===== config.mk =====
export PLATFORM = sky130hd
export DESIGN_NAME = reg_logic_pipe
export DESIGN_NICKNAME = d
export VERILOG_FILES = /design/src/rtl/logic_pipe_pkg.sv /design/src/rtl/logic_pipe_stage.sv /design/src/rtl/reg_logic_pipe.sv
export SDC_FILE = /design/constraint.sdc
export NUM_CORES = 1
export LEC_CHECK = 0
export CAP_MARGIN = 20
export CORE_ASPECT_RATIO = 0.7
export CORE_UTILIZATION = 45
export CTS_CLUSTER_SIZE = 16
export DETAILED_ROUTE_END_ITERATION = 8
export PLACE_DENSITY = 0.73
export SYNTH_ARGS = -nofsm -noshare
export SYNTH_HDL_FRONTEND = slang
export SYNTH_HIERARCHICAL = 1
export SYNTH_SLANG_ARGS = --single-unit

===== constraint.sdc =====
create_clock -name clock -period 1.3 [get_ports clock]
set_clock_uncertainty 0.05 [all_clocks]
set_input_delay 0.195 -clock clock [delete_from_list [all_inputs] [get_ports clock]]
set_output_delay 0.195 -clock clock [all_outputs]
set_load 0.05 [all_outputs]

===== src/rtl/logic_pipe_pkg.sv =====
// Shared types and the bitwise operation helper for reg_logic_pipe.
// apply_op works on MAX_W bits; callers zero-extend operands and keep the low WIDTH bits.
package logic_pipe_pkg;

  localparam int OP_W  = 2;
  localparam int MAX_W = 64;

  typedef enum logic [OP_W-1:0] {
    OP_AND  = 2'd0,
    OP_OR   = 2'd1,
    OP_XOR  = 2'd2,
    OP_NAND = 2'd3
  } op_e;

  function automatic logic [MAX_W-1:0] apply_op(
    input op_e              op,
    input logic [MAX_W-1:0] x,
    input logic [MAX_W-1:0] y
  );
    logic [MAX_W-1:0] r;
    case (op)
      OP_AND:  r = x & y;
      OP_OR:   r = x | y;
      OP_XOR:  r = x ^ y;
      OP_NAND: r = ~(x & y);
      default: r = {MAX_W{1'b0}};
    endcase
    return r;
  endfunction

endpackage


===== src/rtl/logic_pipe_stage.sv =====
// One pipeline slot of reg_logic_pipe: a valid bit plus DW data bits, async active-high reset.
// Data is only captured for valid loads so an emptied slot keeps its last contents.
module logic_pipe_stage #(
  parameter int DW = 10
) (
  input  logic          clock,
  input  logic          reset,
  input  logic          load,
  input  logic          up_valid,
  input  logic [DW-1:0] up_data,
  output logic          valid,
  output logic [DW-1:0] data
);

  logic          r_valid;
  logic [DW-1:0] r_data;

  // Slot valid follows upstream on every load; bubbles simply overwrite it.
  always_ff @(posedge clock or posedge reset) begin
    if (reset) begin
      r_valid <= 1'b0;
    end else if (load) begin
      r_valid <= up_valid;
    end else begin
      r_valid <= r_valid;
    end
  end

  // Slot payload, captured only when a real item arrives.
  always_ff @(posedge clock or posedge reset) begin
    if (reset) begin
      r_data <= {DW{1'b0}};
    end else if (load && up_valid) begin
      r_data <= up_data;
    end else begin
      r_data <= r_data;
    end
  end

  assign valid = r_valid;
  assign data  = r_data;

endmodule


===== src/rtl/reg_logic_pipe.sv =====
// Bitwise AND/OR/XOR/NAND unit followed by STAGES valid/ready pipeline slots.
// Optional statistics ports are enabled with the REG_LOGIC_PIPE_STATS_EN macro.
module reg_logic_pipe
  import logic_pipe_pkg::*;
#(
  parameter int WIDTH  = 8,
  parameter int STAGES = 3
) (
  input  logic             clock,
  input  logic             reset,
  input  logic             in_valid,
  output logic             in_ready,
  input  logic [WIDTH-1:0] in_x,
  input  logic [WIDTH-1:0] in_y,
  input  logic [1:0]       in_op,
  output logic             out_valid,
  input  logic             out_ready,
  output logic [WIDTH-1:0] out_z,
  output logic [1:0]       out_op
`ifdef REG_LOGIC_PIPE_STATS_EN
  ,
  output logic [15:0]      out_count,
  output logic             out_zero
`endif
);

  localparam int DW = WIDTH + OP_W;

  logic [MAX_W-1:0] w_x_ext;
  logic [MAX_W-1:0] w_y_ext;
  logic [MAX_W-1:0] w_res_ext;
  logic [WIDTH-1:0] w_res;
  logic             w_unused_res;
  logic [DW-1:0]    w_in_data;
  logic [STAGES-1:0] w_valid;
  logic [STAGES-1:0] w_adv;
  logic [DW-1:0]    w_data [STAGES];

  // Zero-extend operands to the helper's native width.
  always_comb begin
    w_x_ext = {MAX_W{1'b0}};
    w_y_ext = {MAX_W{1'b0}};
    w_x_ext[WIDTH-1:0] = in_x;
    w_y_ext[WIDTH-1:0] = in_y;
  end

  assign w_res_ext    = apply_op(op_e'(in_op), w_x_ext, w_y_ext);
  assign w_res        = w_res_ext[WIDTH-1:0];
  assign w_unused_res = ^w_res_ext;
  assign w_in_data    = {in_op, w_res};

  // A slot may advance if it or any slot downstream of it is empty, or the consumer takes the head.
  for (genvar g = 0; g < STAGES; g++) begin : g_adv
    assign w_adv[g] = out_ready | ~(&w_valid[STAGES-1:g]);
  end

  for (genvar g = 0; g < STAGES; g++) begin : g_stage
    logic          w_up_valid;
    logic [DW-1:0] w_up_data;

    if (g == 0) begin : g_head
      assign w_up_valid = in_valid;
      assign w_up_data  = w_in_data;
    end else begin : g_body
      assign w_up_valid = w_valid[g-1];
      assign w_up_data  = w_data[g-1];
    end

    logic_pipe_stage #(
      .DW (DW)
    ) u_stage (
      .clock    (clock),
      .reset    (reset),
      .load     (w_adv[g]),
      .up_valid (w_up_valid),
      .up_data  (w_up_data),
      .valid    (w_valid[g]),
      .data     (w_data[g])
    );
  end

  assign in_ready  = w_adv[0] & ~reset;
  assign out_valid = w_valid[STAGES-1];
  assign out_z     = w_data[STAGES-1][WIDTH-1:0];
  assign out_op    = w_data[STAGES-1][DW-1:WIDTH];

`ifdef REG_LOGIC_PIPE_STATS_EN
  logic [15:0] r_out_count;

  // Output transfer counter, wraps naturally at 16 bits.
  always_ff @(posedge clock or posedge reset) begin
    if (reset) begin
      r_out_count <= 16'd0;
    end else if (out_valid && out_ready) begin
      r_out_count <= r_out_count + 16'd1;
    end else begin
      r_out_count <= r_out_count;
    end
  end

  assign out_count = r_out_count;
  assign out_zero  = (out_z == {WIDTH{1'b0}}) && out_valid;
`endif

endmodule

# Yosys cells after proc, flatten, opt, wreduce, memory -nomap -nowiden
# Index checks and enable logic that the tools add are counted.
dict set report word_totals {
  regBits 33
  in_bits 22
  out_inout_bits 12
  wordCells 28
}
dict set report op_classes {
  eq_ne 3
  muxes 1
  bitwise_logic 12
  n_reduce_logical 6
}
# operator n
set ops {}
lappend ops {{8-bit case mux with 4 select lines} 1}
lappend ops {{8-bit bitwise AND} 1}
lappend ops {{8-bit inverter} 1}
lappend ops {{8-bit OR} 1}
lappend ops {{8-bit bitwise XOR} 1}
lappend ops {{2-bit == test (second input constant)} 2}
lappend ops {{1-bit inverter} 4}
lappend ops {{1-bit logical AND} 3}
lappend ops {{1-bit OR} 3}
lappend ops {{3-bit AND reduction} 1}
lappend ops {{2-bit by 1-bit == test with 1-bit output (second input constant)} 1}
lappend ops {{2-bit logical NOT} 1}
lappend ops {{2-bit AND reduction} 1}
lappend ops {{1-bit bitwise AND} 1}

# Depth between registers and ports, before layout
# Gate-level depths: netlist of run 1.
dict set report depth {
  ltp_word 4
  ltp_mapped 6
  ltp_nobuf 6
}

# Cells and area by module
# The synthesis of run 1 kept the hierarchy.
# mod n_inst cells_each area_each_um2
set by_module_without_submodules {}
lappend by_module_without_submodules {logic_pipe_stage 3 26 451.7}
lappend by_module_without_submodules {reg_logic_pipe 1 82 533.0}

# Worst setup path before layout of run 1
# No wires, ideal clock.
dict set report synth_path {
  path_type {reg-to-output}
  start {register g_stage[2].u_stage.r_valid}
  end {output in_ready}
  arrival_time_ns 1.632
  required_time_ns 1.055
  setup_slack_ns -0.577
  path_stages_with_launch 3
  path_cell_list {dfrtp_1 nor2b_1 a31oi_1}
}
dict set report synth_via {
  elab_chain_cells 4
}
# item line
set synth_rtl {}
lappend synth_rtl {{from (decl)} logic_pipe_stage.sv:15} ;# logic r_valid;
lappend synth_rtl {{from (signal assigned)} logic_pipe_stage.sv:23} ;# r_valid <= up_valid;
lappend synth_rtl {{from (signal assigned)} logic_pipe_stage.sv:25} ;# r_valid <= r_valid;
lappend synth_rtl {{3-bit AND reduction} reg_logic_pipe.sv:54} ;# assign w_adv[g] = out_ready | ~(&w_valid[STAGES-1:g]);
lappend synth_rtl {{1-bit inverter} reg_logic_pipe.sv:54}
lappend synth_rtl {{1-bit OR} reg_logic_pipe.sv:54}
lappend synth_rtl {{1-bit bitwise AND} reg_logic_pipe.sv:82} ;# assign in_ready = w_adv[0] & ~reset;
lappend synth_rtl {{to (decl)} reg_logic_pipe.sv:12} ;# output logic in_ready,
# Every way passes these cells.

# Final worst setup path of run 1
# Same ends and word-level chain as after synthesis.

==> results.json, run 1 <==
{
  "synth-seq-area-share": 0.437,
  "htree_levels": 2,
  "syn_area_um2": 1890,
  "die_area_um2": 4460,
  "cts_tree": "yes",
  "peakVddDrop_mv": 1.44,
  "wirelength_um": 3040,
  "p_switching_mw": 1.59,
  "period_share": 1.14,
  "grt_pass1_wl_um": 5260,
  "powerDensity_nw_per_um2": 1740,
  "tightest_slew_ps": 392,
  "place_congestion": 0.669,
  "hold_class": "in -> async",
  "switching_share": 0.344,
  "gr-total-overflow": 0,
  "critPathBufInv": 2,
  "avgSynthCellArea_um2": 11.8,
  "finalPower_mw": 4.63,
  "violations": "negative setup slack",
  "p_leak_nw": 1.38,
  "arrival_ps": 1230,
  "p_int_mw": 3.04,
  "clk_latency_ps": 280,
  "post-route-min-period_ps": 1480,
  "drt-initial-drc-count": 12,
  "grt.total_usage": 0.160,
  "criticalPathCategory": "reg -> out",
  "slew_viol_final": 0,
  "antenna_cells": 0,
  "root_buffer": "clkbuf_8",
  "whs_ps": 371,
  "grt_pass1_vias": 1159,
  "antenna_found_initial": 0,
  "cp-start-kind": "register",
  "start_util": 0.476,
  "wl_per_cell_um": 11.7,
  "synth_nets": 198,
  "drt_pass1_iterations": 4,
  "clock-sinks": 33,
  "status": "finished, violations left",
  "stdcell_area_um2": 2670,
  "areaGrowthSynthToFinish_pct": 41.2,
  "num_rows": 19,
  "nNetsFinal": 245,
  "dpl.hpwl_um": 2400,
  "synthDistinctLibCells": 15,
  "cts_buffer_depth": 2,
  "multi_input_area_um2": 937,
  "yosysTopAreaCell": "dfrtp_1",
  "drive_gt1_frac": 0.337,
  "hold_viol": 0,
  "via_count": 1223,
  "avgViaCountPerCell": 4.70,
  "synth_top_cell_area_share": 0.437,
  "final_cell_mix": "dfrtp_1 (32), mux2_4 (28), inv_1 (23), buf_12 (17)",
  "yosys_warnings": 6,
  "worstSetupEndpointType": "output port",
  "layout_setup_ws_ps": -180,
  "power_frac_comb": 0.491,
  "layout.area.seq_um2": 827,
  "clkSlewWorstSetupHoldPaths_ps": 60,
  "crit_family": "flip-flops",
  "cts_buffers": 5,
  "r2r_slack_ps": -150,
  "finalSetupViolCount": 30,
  "cts_hold_buffers": 0,
  "grt_max_degree": 32,
  "crit_path_max_incr_delay_ps": 400,
  "ios": 34,
  "port_buffers": 33,
  "pwr-share-clk": 0.153,
  "power.share.sequential": 0.356,
  "cp.required_ps": 1050,
  "drcViolationCount": 0,
  "slowest_stage": "dfrtp_2",
  "die_height_um": 56.2,
  "rsz0062_at_grt": "true",
  "final_common_cell": "dfrtp_1",
  "slew_headroom": 0.738,
  "fp.coreArea_um2": 3970,
  "pre_cts_ws_ps": -516,
  "syn_inst": 160,
  "ys_top_cells_by_area": "dfrtp_1 (44%), mux2_4 (21%), ha_1 (11%)",
  "placed_area_um2": 2470,
  "ant_nets": 0,
  "fillers": 297,
  "die_w_um": 79.4,
  "ys_ff_latch": 33,
  "fmaxAchievable_mhz": 676,
  "drv_cap": 0,
  "crit_path_cell_trace": "nor2b_4 > buf_6 > a31oi_4 > buf_12",
  "path_max_fanout": 4
}
==> area by class of cell <==
class,instances,area share
Clock inverter,2,0.00376
Tap cell,52,0.0244
Multi-Input combinational cell,97,0.352
Sequential cell,33,0.310
Clock buffer,6,0.0272
Inverter,23,0.0324
Timing Repair Buffer,47,0.250
==> registers in the layout, summed over array words and instances, names as in the netlist <==
name and cells:
g_stage.u_stage/data 30, g_stage.u_stage/valid 3
==> worst paths after layout <==
kind | from | to | depth (start not counted)
min in group clock | g_stage[0].u_stage/data[6] | g_stage[0].u_stage/data[6] | 1
hold reg to reg | g_stage[0].u_stage/data[6] | g_stage[0].u_stage/data[6] | 1
setup reg to reg | g_stage[2].u_stage/valid | g_stage[2].u_stage/data[7] | 5
setup / recovery | g_stage[2].u_stage/valid | in_ready | 4
max in group asynchronous | reset | g_stage[2].u_stage/valid | 3
hold / removal | reset | g_stage[1].u_stage/data[8] | 3
==> what timing repair did <==
item                       CTS  global route
setup endpoints to repair   29            32
pin swaps                    4             3
gates cloned                 2             0
buffers inserted             6             0
resized for setup           12            10
==> power by group through the flow <==
stage               sequential [mW]  combinational [mW]  clock (mW)
floorplan                      2.11               0.722           0
detailed placement             1.68                2.21           0
CTS                            1.66                2.31       0.744
finish                         1.65                2.27       0.707
global route                   1.70                2.38       0.782
global placement               1.64                2.17           0
==> worst reg2reg max path, delay by kind of cell (launching register included) <==
| family | cells | cell delay (ps) |
|---|---|---|
| flops | 1 | 350 |
| buf+inv | 2 | 350 |
| simple gates | 2 | 290 |
| mux | 1 | 290 |
==> routing by layer <==
layer / vias up / GRT usage / share of wire
met5: - / 0 / 0
met4: 0 / 0.0701 / 0.018
met3: 6 / 0.0557 / 0.049
met2: 33 / 0.250 / 0.45
met1: 552 / 0.200 / 0.48
li1: 632 / - / -
==> logic make-up after synthesis <==
kind of cell | count (synthesis) | synth area share
mux | 30 | 0.233
flops | 33 | 0.437
simple gates | 23 | 0.0543
buf+inv | 30 | 0.0855
fa+ha+maj | 16 | 0.106
compound gates | 28 | 0.0842
==> Yosys cell counts <==
cell,number
nand2_1,16
nand2_2,3
buf_4,1
o211ai_1,7
o21ai_0,12
buf_6,6
inv_1,23
mux2_4,27
a31oi_1,1
o21ai_1,8
mux2_2,3
nor2b_1,3
ha_1,16
nand3_1,1
dfrtp_1,33
==> through the flow <==
| stage | TNS (ps) | utilization | cells |
|---|---|---|---|
| global placement | -10130 | 0.622 | 246 |
| CTS | -3660 | 0.676 | 262 |
| global route | -4630 | 0.671 | 260 |
| detailed placement | -11140 | 0.622 | 246 |
| finish | -3130 | 0.671 | 260 |
| floorplan | -6350 | - | 160 |
(Power assumes the default switching activity.)
==> inputs of run 2 (changes only) <==
--- a/config.mk
+++ b/config.mk
@@ -8,6 +8,7 @@
 export CAP_MARGIN = 20
 export CORE_ASPECT_RATIO = 0.7
 export CORE_UTILIZATION = 45
+export CTS_CLUSTER_DIAMETER = 100
 export CTS_CLUSTER_SIZE = 16
 export DETAILED_ROUTE_END_ITERATION = 8
 export PLACE_DENSITY = 0.73
==> results of run 2 <==
Same layout as run 1: the final DEF is identical, and so are final timing and power.
==> inputs of run 3 (changes only) <==
--- a/config.mk
+++ b/config.mk
@@ -6,12 +6,14 @@
 export NUM_CORES = 1
 export LEC_CHECK = 0
 export CAP_MARGIN = 20
+export CELL_PAD_IN_SITES_DETAIL_PLACEMENT = 2
+export CELL_PAD_IN_SITES_GLOBAL_PLACEMENT = 2
 export CORE_ASPECT_RATIO = 0.7
-export CORE_UTILIZATION = 45
+export CORE_UTILIZATION = 31
 export CTS_CLUSTER_DIAMETER = 100
 export CTS_CLUSTER_SIZE = 16
 export DETAILED_ROUTE_END_ITERATION = 8
-export PLACE_DENSITY = 0.73
+export PLACE_DENSITY_LB_ADDON = 0.1
 export SYNTH_ARGS = -nofsm -noshare
 export SYNTH_HDL_FRONTEND = slang
 export SYNTH_HIERARCHICAL = 1
==> results.json, run 3 (synthesized netlist as in run 1, its figures left out) <==
{
  "finalSetupViolCount": 30,
  "final_common_cell": "dfrtp_1",
  "nNetsFinal": 248,
  "fp.coreArea_um2": 5780,
  "die_height_um": 67.3,
  "final_cell_mix": "dfrtp_1 (32), mux2_4 (28), inv_1 (23), buf_12 (17)",
  "num_rows": 23,
  "tightest_slew_ps": 444,
  "post-route-min-period_ps": 1490,
  "drive_gt1_frac": 0.346,
  "htree_levels": 2,
  "avgViaCountPerCell": 4.69,
  "start_util": 0.326,
  "slew_viol_final": 0,
  "die_w_um": 95.3,
  "cp.required_ps": 1050,
  "drv_cap": 0,
  "powerDensity_nw_per_um2": 1810,
  "grt_pass1_vias": 1501,
  "status": "finished, violations left",
  "drcViolationCount": 0,
  "die_area_um2": 6410,
  "crit_path_cell_trace": "nor2b_4 > buf_6 > a31oi_4 > buf_12",
  "clock-sinks": 33,
  "hold_class": "in -> async",
  "hold_viol": 0,
  "path_max_fanout": 4,
  "cts_tree": "yes",
  "antenna_found_initial": 0,
  "largest_reg_flops": 30,
  "rsz0062_at_grt": "true",
  "period_share": 1.15,
  "cts_buffers": 5,
  "clkSlewWorstSetupHoldPaths_ps": 70,
  "dpl.hpwl_um": 3320,
  "root_buffer": "clkbuf_8",
  "wl_per_cell_um": 15.6,
  "ant_nets": 0,
  "grt.total_usage": 0.154,
  "via_count": 1342,
  "slew_headroom": 0.704,
  "arrival_ps": 1240,
  "grt_max_degree": 33,
  "port_buffers": 33,
  "cp-start-kind": "register",
  "cts_hold_buffers": 0,
  "p_leak_nw": 1.39,
  "slowest_stage": "dfrtp_2",
  "wirelength_um": 4460,
  "worstRegToRegCells": 6,
  "criticalPathCategory": "reg -> out",
  "drt-initial-drc-count": 40,
  "violations": "negative setup slack",
  "peakVddDrop_mv": 0.789,
  "fmaxAchievable_mhz": 671,
  "worstSetupEndpointType": "output port",
  "fillers": 561,
  "grt_pass1_wl_um": 7360,
  "place_congestion": 0.702,
  "gr-total-overflow": 0,
  "crit_path_max_incr_delay_ps": 400,
  "drt_pass1_iterations": 2,
  "antenna_cells": 0,
  "cts_buffer_depth": 2,
  "whs_ps": 383,
  "ios": 34,
  "final_util": 0.475,
  "clk_latency_ps": 280,
  "areaGrowthSynthToFinish_pct": 45.5,
  "layout_setup_ws_ps": -189
}
[run 3: metal layers]
metal	share of wire	wire length [um]	vias up	track usage
li1	-	-	629	-
met1	0.40	1790	694	0.173
met2	0.56	2510	17	0.296
met3	0.033	148	2	0.0417
met4	0.0022	10	0	0.0284
met5	0	0	-	0
[run 3: final cells by class]
class,instances,area (um^2),share of cell area
flip-flops and latches,33,827,0.301
well taps,75,93.8,0.0342
clock buffers,7,86.3,0.0314
inverters,23,86.3,0.0314
clock inverters,1,30.0,0.0109
repair buffers,50,678,0.247
multi-input cells,97,945,0.344
[run 3: per-stage QoR]
stage / cell area, um^2 / instances / setup slack [ps] / total power [mW] / setup TNS (ps)
global route: 2750 / 286 / -241 / 5.19 / -5340
finish: 2750 / 286 / -189 / 4.96 / -3320
global placement: 2530 / 273 / -434 / 3.87 / -10240
detailed placement: 2530 / 273 / -534 / 3.96 / -12060
floorplan: 1920 / 160 / -224 / 2.83 / -6350
CTS: 2720 / 286 / -207 / 5.03 / -3530
[run 3: critical path: cells and delay by family (launching register included)]
family / cells / cell delay, ps
AOI/OAI and AO/OA: 1 / 140
buffers and inverters: 2 / 280
DFF: 1 / 400
and+or+nand+nor: 1 / 150
[run 3: path summary, 6_finish.rpt]
kind / startpoint / end / slack [ps]
worst max-delay path: g_stage[2].u_stage/valid / in_ready / -190
worst min-delay path: reset / g_stage[0].u_stage/data[0] / 380
worst max register to register: g_stage[2].u_stage/valid / g_stage[0].u_stage/data[0] / -170
worst min register to register: g_stage[0].u_stage/data[0] / g_stage[0].u_stage/data[0] / 470
max in group asynchronous: reset / g_stage[1].u_stage/data[8] / 500
min in group clock: g_stage[0].u_stage/data[0] / g_stage[0].u_stage/data[0] / 470
[run 3: report_power, final]
| part | internal, mW | switching, mW |
|---|---|---|
| clock network | 0.625 | 0.371 |
| registers | 1.35 | 0.314 |
| logic | 1.29 | 1.01 |
| total | 3.27 | 1.69 |
[run 3: repair_timing]
| action | CTS | global route |
|---|---|---|
| gates resized for setup | 13 | 8 |
| setup buffers | 4 | 0 |
| endpoints found under the setup margin | 29 | 31 |
| pin swaps | 5 | 4 |
| cloned | 1 | 0 |
